## config.mk

```make
export PLATFORM = sky130hd
export DESIGN_NAME = freq_hop_scheduler
export DESIGN_NICKNAME = d
export VERILOG_FILES = /design/src/rtl/freq_hop_scheduler.sv
export SDC_FILE = /design/constraint.sdc
export NUM_CORES = 1
export LEC_CHECK = 0
export BUFFER_PORTS_ARGS = -buffer_cell sky130_fd_sc_hd__buf_4
export CORE_MARGIN = 3
export CORE_UTILIZATION = 60
export DETAILED_ROUTE_END_ITERATION = 7
export PLACE_DENSITY = 0.81
export SLEW_MARGIN = 20
export SYNTH_ARGS = -nofsm -noshare
export SYNTH_HDL_FRONTEND = slang
export SYNTH_SLANG_ARGS = --single-unit
```

## constraint.sdc

```tcl
create_clock -name clk -period 10.52 [get_ports clk]
set_input_delay 1.052 -clock clk [delete_from_list [all_inputs] [get_ports clk]]
set_output_delay 1.052 -clock clk [all_outputs]
set_load 0.01 [all_outputs]
```

## src/rtl/freq_hop_scheduler.sv

```systemverilog
// freq_hop_scheduler
//   Steps one freq_generator through a table of (carrier word, dwell) slots.
//   The generator accumulates phase, so changing f_c at a hop keeps the
//   output phase-continuous. All outputs are registered.
//
//   Optional feature macro: FREQ_HOP_TIMEOUT_EN
//     defined   : WAIT_ACT gives up after a bounded wait for gen_active,
//                 raises the sticky err flag and ends the schedule.
//     undefined : WAIT_ACT waits forever, err is tied low.
//
// Ports
//   clk, reset_n        clock, async active-low reset
//   cfg_we/addr/fc/dwell table write port (any state, effective next edge)
//   last_slot, loop_en  schedule end / wrap control, sampled at each expiry
//   go, abort           start (IDLE only) / stop (ARM, WAIT_ACT, DWELL)
//   gen_active          generator running indication
//   gen_reset_n         generator reset (low for the single STOP cycle)
//   gen_start           generator start (high for the single ARM cycle)
//   f_c, slot_idx       applied carrier word and its slot
//   hop                 one-cycle pulse coincident with a new f_c
//   busy, done          not-IDLE level / end-of-schedule pulse
//   err                 sticky activation timeout flag
module freq_hop_scheduler #(
   parameter int ADDR_W  = 3,
   parameter int DWELL_W = 16
) (
   input  logic               clk,
   input  logic               reset_n,
   input  logic               cfg_we,
   input  logic [ADDR_W-1:0]  cfg_addr,
   input  logic [29:0]        cfg_fc,
   input  logic [DWELL_W-1:0] cfg_dwell,
   input  logic [ADDR_W-1:0]  last_slot,
   input  logic               loop_en,
   input  logic               go,
   input  logic               abort,
   input  logic               gen_active,
   output logic               gen_reset_n,
   output logic               gen_start,
   output logic [29:0]        f_c,
   output logic [ADDR_W-1:0]  slot_idx,
   output logic               hop,
   output logic               busy,
   output logic               done,
   output logic               err
);

   localparam int SLOTS = 2**ADDR_W;

   typedef enum logic [2:0] {
      S_IDLE,
      S_ARM,
      S_WAIT_ACT,
      S_DWELL,
      S_STOP
   } state_e;

   state_e state_q, state_d;

   logic [SLOTS-1:0][29:0]        fc_tab_q;
   logic [SLOTS-1:0][DWELL_W-1:0] dw_tab_q;

   logic [29:0]        f_c_q, fc_d;
   logic [ADDR_W-1:0]  slot_q, slot_d;
   logic [DWELL_W-1:0] cnt_q, cnt_d;
   logic               hop_q, hop_d;
   logic               gen_reset_n_q, gen_start_q, busy_q, done_q;

   logic [ADDR_W-1:0]  next_slot;
   logic               sched_end;

   // Dwell of 0 behaves as 1; cnt counts down to 0 inclusive.
   function automatic logic [DWELL_W-1:0] dwell_m1(input logic [DWELL_W-1:0] d);
      return (d == '0) ? '0 : d - DWELL_W'(1);
   endfunction

   // Table flops. A load samples the table before a same-edge write lands,
   // so rewriting the active slot never disturbs the running slot.
   always_ff @(posedge clk or negedge reset_n) begin
      if (!reset_n) begin
         fc_tab_q <= '0;
         dw_tab_q <= '0;
      end else if (cfg_we) begin
         fc_tab_q[cfg_addr] <= cfg_fc;
         dw_tab_q[cfg_addr] <= cfg_dwell;
      end
   end

   // Increment wraps at 2**ADDR_W, so lowering last_slot below the current
   // slot runs to the top slot, wraps, and stops at last_slot.
   assign next_slot = (slot_q != last_slot) ? slot_q + ADDR_W'(1) : '0;
   assign sched_end = (slot_q == last_slot) && !loop_en;

`ifdef FREQ_HOP_TIMEOUT_EN
   // Counts ARM then WAIT_ACT cycles; giving up at 62 puts STOP (done, err)
   // exactly 63 cycles after the ARM cycle.
   localparam logic [5:0] TO_LIMIT = 6'd62;
   logic [5:0] to_q, to_d;
   logic       err_q, err_d;
`endif

   always_comb begin
      state_d = state_q;
      fc_d    = f_c_q;
      slot_d  = slot_q;
      cnt_d   = cnt_q;
      hop_d   = 1'b0;
`ifdef FREQ_HOP_TIMEOUT_EN
      to_d    = 6'd0;
      err_d   = err_q;
`endif
      case (state_q)
         S_IDLE: begin
            // go wins over a simultaneous abort: abort is not looked at here
            if (go) begin
               fc_d    = fc_tab_q[0];
               slot_d  = '0;
               state_d = S_ARM;
`ifdef FREQ_HOP_TIMEOUT_EN
               err_d   = 1'b0;
`endif
            end
         end
         S_ARM: begin
`ifdef FREQ_HOP_TIMEOUT_EN
            to_d = to_q + 6'd1;
`endif
            state_d = abort ? S_STOP : S_WAIT_ACT;
         end
         S_WAIT_ACT: begin
            if (abort) begin
               state_d = S_STOP;
            end else if (gen_active) begin
               cnt_d   = dwell_m1(dw_tab_q[slot_q]);
               state_d = S_DWELL;
            end
`ifdef FREQ_HOP_TIMEOUT_EN
            else if (to_q == TO_LIMIT) begin
               err_d   = 1'b1;
               state_d = S_STOP;
            end else begin
               to_d = to_q + 6'd1;
            end
`endif
         end
         S_DWELL: begin
            // abort has priority over a hop in the same cycle
            if (abort) begin
               state_d = S_STOP;
            end else if (cnt_q == '0) begin
               if (sched_end) begin
                  state_d = S_STOP;
               end else begin
                  fc_d   = fc_tab_q[next_slot];
                  slot_d = next_slot;
                  cnt_d  = dwell_m1(dw_tab_q[next_slot]);
                  hop_d  = 1'b1;
               end
            end else begin
               cnt_d = cnt_q - DWELL_W'(1);
            end
         end
         S_STOP: begin
            state_d = S_IDLE;
         end
         default: begin
            state_d = S_IDLE;
         end
      endcase
   end

   // Outputs are decoded from the next state so they line up with the state
   // they describe (busy/gen_start in the cycle after go, etc.).
   always_ff @(posedge clk or negedge reset_n) begin
      if (!reset_n) begin
         state_q       <= S_IDLE;
         f_c_q         <= '0;
         slot_q        <= '0;
         cnt_q         <= '0;
         hop_q         <= 1'b0;
         gen_reset_n_q <= 1'b0;
         gen_start_q   <= 1'b0;
         busy_q        <= 1'b0;
         done_q        <= 1'b0;
      end else begin
         state_q       <= state_d;
         f_c_q         <= fc_d;
         slot_q        <= slot_d;
         cnt_q         <= cnt_d;
         hop_q         <= hop_d;
         gen_reset_n_q <= (state_d != S_STOP);
         gen_start_q   <= (state_d == S_ARM);
         busy_q        <= (state_d != S_IDLE);
         done_q        <= (state_d == S_STOP);
      end
   end

`ifdef FREQ_HOP_TIMEOUT_EN
   always_ff @(posedge clk or negedge reset_n) begin
      if (!reset_n) begin
         to_q  <= 6'd0;
         err_q <= 1'b0;
      end else begin
         to_q  <= to_d;
         err_q <= err_d;
      end
   end
   assign err = err_q;
`else
   assign err = 1'b0;
`endif

   assign gen_reset_n = gen_reset_n_q;
   assign gen_start   = gen_start_q;
   assign f_c         = f_c_q;
   assign slot_idx    = slot_q;
   assign hop         = hop_q;
   assign busy        = busy_q;
   assign done        = done_q;

endmodule
```

## Yosys cells after proc, flatten, opt, wreduce, memory -nomap -nowiden

Cells that the tools add are included.

| word-level totals | value |
|---|---|
| bits in registers | 425 |
| input port bits | 59 |
| word-level logic and storage cells | 103 |

| operators by class | value |
|---|---|
| add/sub/neg operators | 4 |
| $lt $le $gt $ge | 4 |
| equality and inequality tests | 15 |
| multiplexer cells | 43 |
| reduce and logical (&&, ||, !) cells | 12 |

Operators with widths:

| kind | count |
|---|---|
| bitwise mux 240 bit | 1 |
| 2-to-1 mux 30 bit | 6 |
| 2-to-1 mux 16 bit | 10 |
| bitwise mux 128 bit | 1 |
| binary-select mux 16 bit (select 3 bit) | 2 |
| binary-select mux 30 bit (select 3 bit) | 1 |
| demux 30 bit (select 3 bit) | 1 |
| one-hot mux 30 bit (2 select lines) | 1 |
| demux 16 bit (select 3 bit) | 1 |
| zero test 16 bit | 3 |
| subtractor 16 x 1 -> 16 bit, second input constant | 3 |
| 2-to-1 mux 3 bit | 12 |
| one-hot mux 16 bit (2 select lines) | 1 |
| less-than comparator 3 x 4 -> 1 bit, second input constant | 3 |
| != test 2 bit, second input constant | 6 |
| one-hot mux 3 bit (4 select lines) | 1 |
| AND reduction 5 bit | 2 |
| equality test 3 x 1 -> 1 bit, second input constant | 2 |
| equality test 3 x 2 -> 1 bit, second input constant | 2 |
| != test 3 bit, second input constant | 2 |
| one-hot mux 3 bit (2 select lines) | 1 |
| 2-to-1 mux 1 bit | 4 |
| nonzero test 2 bit | 2 |
| adder 3 x 1 -> 3 bit, second input constant | 1 |
| 8 further kinds | 9 |

## Depth between registers and ports, before layout

Gate-level depths: netlist of run 1.

| depth | value |
|---|---|
| depth in word-level cells | 10 |
| gate-level depth with buffers | 16 |

## Least setup slack after synthesis of run 1

No wires, ideal clock.

| timing | value |
|---|---|
| path kind | input to register |
| from | input port last_slot[0] |
| to | register cnt_q[3] |
| arrival time | 3,621 ps |
| data required time | 10,386 ps |
| slack | 6,765 ps |
| stages on the path | 14 |
| cells stage by stage | xnor2_1 and3_1 buf_2 buf_6 o21ai_0 o2bb2ai_1 ha_1 inv_1 nor4b_2 nand3_1 nor3b_2 or3_1 buf_2 o211ai_1 |

| between the ends | value |
|---|---|
| longest elaborated chain between the ends | 10 |
| elaborated cells on any way between the ends | 15 |

RTL lines:

| item | RTL line | text |
|---|---|---|
| start, declared | 33 | `input logic [ADDR_W-1:0] last_slot,` |
| != test 3 bit | 91 | `assign next_slot = (slot_q != last_slot) ? slot_q + ADDR_W'(1) : '0;` |
| 2-to-1 mux 3 bit | 91 |  |
| binary-select mux 16 bit (select 3 bit) | 156 | `cnt_d = dwell_m1(dw_tab_q[next_slot]);` |
| 2-to-1 mux 16 bit (not written as such) | 156 |  |
| subtractor 16 x 1 -> 16 bit / zero test 16 bit (equally long branches) | 74 | `return (d == '0) ? '0 : d - DWELL_W'(1);` |
| 2-to-1 mux 16 bit | 74 |  |
| 2-to-1 mux 16 bit | 151 | `if (sched_end) begin` |
| 2-to-1 mux 16 bit | 150 | `end else if (cnt_q == '0) begin` |
| 2-to-1 mux 16 bit | 148 | `if (abort) begin` |
| one-hot mux 16 bit (2 select lines) | 112 | `case (state_q)` |
| end signal, assigned | 189 | `cnt_q <= cnt_d;` |
| end, declared | 65 | `logic [DWELL_W-1:0] cnt_q, cnt_d;` |

Parallel ways exist; a longest one is shown, timed or not. The select of a mux whose other input is x is not followed.
A chain may end at the register's enable or synchronous reset.

## Worst setup path in the final report of run 1

| timing | value |
|---|---|
| from | register slot_q[1], in the netlist slot_idx[1] |
| to | register cnt_q[3] |

| between the ends | value |
|---|---|
| longest elaborated chain between the ends | 10 |
| elaborated cells on any way between the ends | 23 |

RTL lines:

| item | RTL line | text |
|---|---|---|
| start, declared | 64 | `logic [ADDR_W-1:0] slot_q, slot_d;` |
| start signal, assigned | 188 | `slot_q <= slot_d;` |
| adder 3 x 1 -> 3 bit / != test 3 bit (equally long branches) | 91 |  |
| 2-to-1 mux 3 bit | 91 |  |
| binary-select mux 16 bit (select 3 bit) | 156 |  |
| 2-to-1 mux 16 bit (not written as such) | 156 |  |
| subtractor 16 x 1 -> 16 bit / zero test 16 bit (equally long branches) | 74 |  |
| 2-to-1 mux 16 bit | 74 |  |
| 2-to-1 mux 16 bit | 151 |  |
| 2-to-1 mux 16 bit | 150 |  |
| 2-to-1 mux 16 bit | 148 |  |
| one-hot mux 16 bit (2 select lines) | 112 |  |

Parallel ways exist; a longest one is shown, timed or not. The select of a mux whose other input is x is not followed.

==> summary.md, run 1 <==
| Metric | Value |
|---|---|
| Number of synthesized flops with an enable pin | `0` |
| M2 GR Usage | `45.04%` |
| Later-pin clock latency in the skew report | `0.57 ns` |
| Max Fanout on Critical Path | `37` |
| Initial antenna violation count | `2` |
| Met3 usage | `4.451%` |
| Sw Share | `32.20%` |
| Mapped Cells | `1,722` |
| Drt total wl | `52,510 um` |
| Flop pwr share | `42.0%` |
| Async set-reset flop share out of synthesis | `100.0%` |
| Die area | `38,100 um^2` |
| Fmax | `194.3 MHz` |
| Worst Setup End Kind | `flop` |
| Netlist cell types | `76` |
| Avg Vias per Cell | `6.562` |
| Via count | `14.76k` |
| WL per Instance | `23.35 um` |
| DRT Pass-1 Iters | `6` |
| Leakage | `0.01011 uW` |
| Reg2reg setup slack | `5.37 ns` |
| Max-slew violation count | `0` |
| Starting DRT DRC Count | `1,181` |
| Busiest grt layer | `met2` |
| Final min period | `5.148 ns` |
| Root Buffer | `clkbuf_16` |
| Antenna-violating nets left | `0` |
| Ys Warns | `0` |
| CTS Hold Bufs | `0` |
| Setup TNS | `0 ns` |
| Initial Utilization | `61.57%` |
| Share of layout cells above drive strength 1 | `34.47%` |
| Sequential fraction of the synthesis area | `49.52%` |
| Outcome | `finished clean` |
| Internal | `3789 uW` |
| DIE HEIGHT | `195.2 um` |
| Endpoints failing setup | `0` |
| Hold WC Path Type | `reg -> reg` |
| Clock power share | `28.3%` |
| Sink Count | `425` |
| H-tree lvl count | `2` |
| WP data arrival | `5.58 ns` |
| Crit Path Category | `reg -> reg` |
| Comb power frac | `29.7%` |
| # rows | `68` |
| Grt met1 use | `37.86%` |
| Buffers on Ports | `96` |
| FILL cells | `2,493` |
| Final Hold Violating Endpoints | `0` |
| CTS tree | `yes` |
| Clk buf depth | `3` |
| VDD IR-drop max | `0.1754 mV` |
| DRC viols | `0` |
| Io pins | `98` |
| Post-CTS resize count | `0` |
| DIE WIDTH | `195.2 um` |
| Synth Flop Type | `dfrtp_1` |
| Total Routing Usage GR | `27.29%` |
| GRT overflow | `0` |
| RD Place Congestion | `0.9341` |
| Nets | `1,824` |
| Power per cell area | `233.4 nW/um^2` |
| Area Overhead vs Synth | `11.49%` |
| First-pass GRT wire length | `83,990 um` |
| Max cap viols | `0` |
| Core region area | `34,880 um^2` |
| Syn_area_per_cell | `12.47 um^2` |
| CP required | `10.95 ns` |
| Skew final | `0.01829 ns` |
| Largest net degree at the start of global routing | `118` |
| Total Power | `5589 uW` |
| Clock transition at path regs | `0.06 ns` |
| Pin slew with the least headroom to its limit | `1.109 ns` |
| Slew margin rel. | `25.56%` |
| Post-Syn Nets | `1,786` |
| Switch Pwr | `1800 uW` |
| Hpwl dp | `31,110 um` |
| Period utilization | `48.93%` |
| Vias in the first global route | `15.12k` |
| Netlist Area Pre-Place | `21,480 um^2` |
| Startpoint types | `flop` |
| Register bit total from synthesis | `425` |
| Num CTS Buffers | `44` |
| Setup repair bufs after CTS | `0` |
| RSZ-0062 raised after global routing | `false` |
==> registers in the layout, indices dropped and copies added, names as in the netlist, 3 cells and up <==
signal    flops
fc_tab_q    240
dw_tab_q    128
f_c          30
cnt_q        16
slot_idx      3
state_q       3
==> path summary, 6_finish.rpt <==
check,cells past startpoint,start,to
worst max-delay path,9,slot_idx[1]$_DFFE_PN0P_,cnt_q[3]$_DFFE_PN0P_
worst min-delay path,1,fc_tab_q[220]$_DFFE_PN0P_,fc_tab_q[220]$_DFFE_PN0P_
worst max register to register,9,slot_idx[1]$_DFFE_PN0P_,cnt_q[3]$_DFFE_PN0P_
worst min register to register,1,fc_tab_q[220]$_DFFE_PN0P_,fc_tab_q[220]$_DFFE_PN0P_
max in group asynchronous,3,reset_n,fc_tab_q[150]$_DFFE_PN0P_
min in group asynchronous,1,reset_n,dw_tab_q[118]$_DFFE_PN0P_
==> cells in the final DEF (no fill, tap or decap), drive strengths merged, types with 39 or more instances in the layout <==
cell	synthesis	layout
buf	29	118
mux4	41	41
nand2	39	39
nor2b	63	63
mux2i	94	94
nor2	74	74
mux2	371	371
dfrtp	425	425
a21oi	63	63
clkbuf	97	66
a211oi	155	155
==> metrics by stage <==
stage | std cells | worst slack [ns] | hold slack (ns) | area, um^2 | utilization, %
after detailed placement | 2169 | 5.372 | 0.4856 | 22440 | 64.33
after global placement | 2169 | 5.473 | 0.4787 | 22440 | 64.33
after CTS | 2248 | 5.292 | 0.4992 | 23920 | 68.58
after global routing | 2249 | 5.118 | 0.5048 | 23950 | 68.64
after floorplan | 1722 | 6.765 | 0.4712 | 21480 | -
final | 2249 | 5.372 | 0.4949 | 23950 | 68.64
==> cells by family (layout without fill, tap and decap cells) <==
group,after synthesis,after routing,share of synthesized area [%]
DFF,425,425,49.52
xor gates and xnor gates,36,36,1.468
other,1,2,0.01746
buffers and inverters,146,217,2.913
and+or+nand+nor,274,274,6.857
AOI/OAI and AO/OA,329,329,10.66
muxes,506,506,28.27
adders and majority gates,5,5,0.2913
==> routing by layer <==
layer	part of all wire [%]	wire length [um]
met1	43	22340
met2	48	25320
met3	6.7	3521
met4	2.5	1302
met5	0.038	20
==> final cells by class <==
class / instances / area [um^2] / area share [%]
timing repair buffer: 118 / 897.1 / 3.746
inverter: 20 / 75.07 / 0.3135
clock buffer: 66 / 1275 / 5.324
antenna: 1 / 2.502 / 0.01045
tap: 455 / 569.3 / 2.377
multi-input combinational: 1151 / 10280 / 42.94
sequential: 425 / 10640 / 44.43
clock inverter: 13 / 206.4 / 0.8622
==> power by group through the flow <==
stage | clock network (uW) | registers [uW] | logic (uW)
finish | 1580 | 2350 | 1660
global route | 1670 | 2400 | 1800
CTS | 1600 | 2340 | 1650
detailed placement | 0 | 2370 | 1640
global placement | 0 | 2330 | 1590
floorplan | 0 | 2290 | 1180
==> Yosys cell counts, types with 23 or more instances <==
cell / n / area share, %
mux4_2: 35 / 3.7
xnor2_1: 23 / 0.94
a211oi_1: 155 / 5.4
o21ai_0: 25 / 0.58
dfrtp_1: 425 / 50
mux2i_1: 93 / 4.3
nor2b_1: 63 / 1.8
nand2_1: 39 / 0.68
a21oi_1: 63 / 1.5
nor2_1: 72 / 1.3
mux2_2: 370 / 19
clkbuf_1: 96 / 1.7
==> worst max-delay path: stages, from the launching register on <==
cell and delay (ns):
dfrtp_1 1.03, xor2_1 0.45, o31a_2 0.80, buf_4 0.74, a21oi_1 0.06, or3_1 0.39, nor4b_1 0.39, nor3b_2 0.63
or3_1 0.34, o211ai_1 0.13
(Power assumes the default switching activity.)
==> inputs of run 2 (changes only) <==
--- a/config.mk
+++ b/config.mk
@@ -7,9 +7,9 @@
 export LEC_CHECK = 0
 export BUFFER_PORTS_ARGS = -buffer_cell sky130_fd_sc_hd__buf_4
 export CORE_MARGIN = 3
-export CORE_UTILIZATION = 60
+export CORE_UTILIZATION = 56
 export DETAILED_ROUTE_END_ITERATION = 7
-export PLACE_DENSITY = 0.81
+export PLACE_DENSITY = 0.8
 export SLEW_MARGIN = 20
 export SYNTH_ARGS = -nofsm -noshare
 export SYNTH_HDL_FRONTEND = slang
==> constraint.sdc (replaced) <==
create_clock -name clk -period 4.3 [get_ports clk]
set_input_delay 0.43 -clock clk [delete_from_list [all_inputs] [get_ports clk]]
set_output_delay 0.43 -clock clk [all_outputs]
set_load 0.01 [all_outputs]
==> summary.md, run 2 (synthesized netlist as in run 1, its figures left out) <==
| Metric | Value |
|---|---|
| Outcome | `finished clean (unchanged)` |
| CTS tree | `yes (unchanged)` |
| Fmax | `267.9 MHz (was 194.3 MHz)` |
| Most common cell after layout, fill and taps aside | `dfrtp_1 (unchanged)` |
| DIE HEIGHT | `201.8 um (was 195.2 um)` |
| Critical-path top delay cell | `buf_4 (was dfrtp_1)` |
| Setup crit start | `slot_idx[0]$_DFFE_PN0P_ (was slot_idx[1]$_DFFE_PN0P_)` |
| Period utilization | `86.79% (was 48.93%)` |
| WL per Instance | `23.10 um (was 23.35 um)` |
| DRT Pass-1 Iters | `5 (was 6)` |
| Startpoint types | `flop (unchanged)` |
| Worst Setup End Kind | `flop (unchanged)` |
| First-pass GRT wire length | `86,240 um (was 83,990 um)` |
| Max Fanout on Critical Path | `95 (was 37)` |
| Final Hold Violating Endpoints | `0 (unchanged)` |
| Pin slew with the least headroom to its limit | `0.9741 ns (was 1.109 ns)` |
| DIE WIDTH | `201.8 um (was 195.2 um)` |
| CP required | `4.80 ns (was 10.95 ns)` |
| Reg2reg start | `slot_idx[0]$_DFFE_PN0P_ (was slot_idx[1]$_DFFE_PN0P_)` |
| Biggest register | `fc_tab_q (unchanged)` |
| Power per cell area | `570.5 nW/um^2 (was 233.4 nW/um^2)` |
| Hpwl dp | `33,630 um (was 31,110 um)` |
| Slew margin rel. | `34.72% (was 25.56%)` |
| Num CTS Buffers | `44 (unchanged)` |
| Later-pin clock latency in the skew report | `0.58 ns (was 0.57 ns)` |
| Endpoints failing setup | `0 (unchanged)` |
| RD Place Congestion | `0.9507 (was 0.9341)` |
| Leakage | `0.01029 uW (was 0.01011 uW)` |
| Avg Vias per Cell | `6.314 (was 6.562)` |
| Skew final | `0.02178 ns (was 0.01829 ns)` |
| Crit-path cells | `buf_12, buf_4, mux2i_1, o211ai_1, o22ai_2, and3b_1, nand3_1, o21a_1, or4_1, a21oi_1 (was xor2_1, o31a_2, buf_4, a21oi_1, or3_1, nor4b_1, nor3b_2, or3_1, o211ai_1)` |
| Initial antenna violation count | `3 (was 2)` |
| Starting DRT DRC Count | `1,328 (was 1,181)` |
| VDD IR-drop max | `0.3888 mV (was 0.1754 mV)` |
| Sink Count | `425 (unchanged)` |
| Total Routing Usage GR | `26.50% (was 27.29%)` |
| Via count | `14.76k (about the same)` |
| Nets | `1,856 (was 1,824)` |
| Final min period | `3.732 ns (was 5.148 ns)` |
| Filler-free cell count of the finished design | `2,338 (was 2,249)` |
| Clock transition at path regs | `0.07 ns (was 0.06 ns)` |
| Placed instance count | `2,256 (was 2,169)` |
| Buffers on Ports | `96 (unchanged)` |
| Most frequent cells in the layout | `dfrtp_1 (424), mux2_2 (370), a211oi_1 (155), buf_4 (143), mux2i_1 (93) (was dfrtp_1 (424), mux2_2 (370), a211oi_1 (155), buf_4 (116), mux2i_1 (93))` |
| H-tree lvl count | `2 (unchanged)` |
| Largest net degree at the start of global routing | `98 (was 118)` |
| Initial Utilization | `56.88% (was 61.57%)` |
| Vias in the first global route | `15.40k (was 15.12k)` |
| Area Overhead vs Synth | `13.22% (was 11.49%)` |
| WP data arrival | `4.23 ns (was 5.58 ns)` |
| FILL cells | `2,768 (was 2,493)` |
| Root Buffer | `clkbuf_16 (unchanged)` |
| Drt total wl | `54,020 um (was 52,510 um)` |
| Post-CTS resize count | `0 (unchanged)` |
| Share of layout cells above drive strength 1 | `35.67% (was 34.47%)` |
| Hold Startpoint | `abort (was fc_tab_q[220]$_DFFE_PN0P_)` |
| Setup TNS | `0 ns (unchanged)` |
| CP max stage delay | `0.68 ns (was 1.03 ns)` |
| Max reg flops | `240 (unchanged)` |
| Max cap viols | `0 (unchanged)` |
| Antenna-violating nets left | `0 (unchanged)` |
| Io pins | `98 (unchanged)` |
| Hold WC Path Type | `in -> reg (was reg -> reg)` |
| GRT overflow | `0 (unchanged)` |
| Clk buf depth | `3 (unchanged)` |
| RSZ-0062 raised after global routing | `false (unchanged)` |
| Crit Path Category | `reg -> reg (unchanged)` |
| Core region area | `37,760 um^2 (was 34,880 um^2)` |
| Die area | `40,740 um^2 (was 38,100 um^2)` |
| # rows | `71 (was 68)` |
| DRC viols | `0 (unchanged)` |
| Max-slew violation count | `0 (unchanged)` |
| Setup repair bufs after CTS | `0 (unchanged)` |
[run 2: cell types whose count changed in the layout (fill, tap and decap cells not counted), sizes merged]
cell and change:
bufinv +1, clkbuf -5, diode +1, clkinvlp +1, buf +31, dlygate4sd3 +1
clkinv +3
[run 2: critical path, delay by kind of cell (launching register included)]
family	cells	cell delay (ns)
compound gates	4	0.70
mux	1	0.36
simple gates	3	1.01
buf+inv	2	1.05
flops	1	0.45
[run 2: timing repair]
action                     CTS  global route
setup endpoints to repair    0             0
hold endpoints to repair    93             0
hold buffers                 1             0
[run 2: worst paths after layout]
check	endpoint	slack, ns	cells after the start
worst max-delay path	cnt_q[13]$_DFFE_PN0P_	0.57	10
worst min-delay path	hop$_DFF_PN0_	0.07	2
worst max register to register	cnt_q[13]$_DFFE_PN0P_	0.57	10
worst min register to register	fc_tab_q[239]$_DFFE_PN0P_	0.50	1
max in group asynchronous	dw_tab_q[81]$_DFFE_PN0P_	2.60	3
min in group asynchronous	cnt_q[6]$_DFFE_PN0P_	0.50	2
[run 2: layer usage]
layer | GRT usage, % | wire, um | share of wire [%]
met5 | 0 | 13 | 0.024
met4 | 8.946 | 1548 | 2.9
met3 | 4.977 | 3539 | 6.6
met2 | 44.06 | 26470 | 49
met1 | 35.38 | 22450 | 42
[run 2: report_power, final]
part           switching [uW]  leakage [uW]  internal (uW)
registers                 699       0.00509           5020
logic                    2190       0.00448           2040
clock network            1610      0.000724           2320
[run 2: per-stage QoR]
stage               hold slack (ns)  power, uW  setup slack (ns)  utilization, %  cell area (um^2)
floorplan                    0.1344       8496            0.7399               -             21480
global placement             0.4785       9721            0.7137           60.40             22810
detailed placement           0.4851       9918            0.6179           60.40             22810
CTS                         0.03674      13920            0.5940           64.39             24310
global route                0.05259      14610            0.3143           64.40             24310
finish                      0.07122      13870            0.5679           64.40             24320
[run 2: final cells by class]
class,instances,area [um^2],share of cell area [%]
diodes,2,5.005,0.02058
flip-flops and latches,425,10640,43.75
clock inverters,18,259.0,1.065
repair buffers,150,1199,4.930
clock buffers,61,1236,5.084
well taps,511,639.4,2.629
inverters,20,75.07,0.3087
multi-input cells,1151,10260,42.21
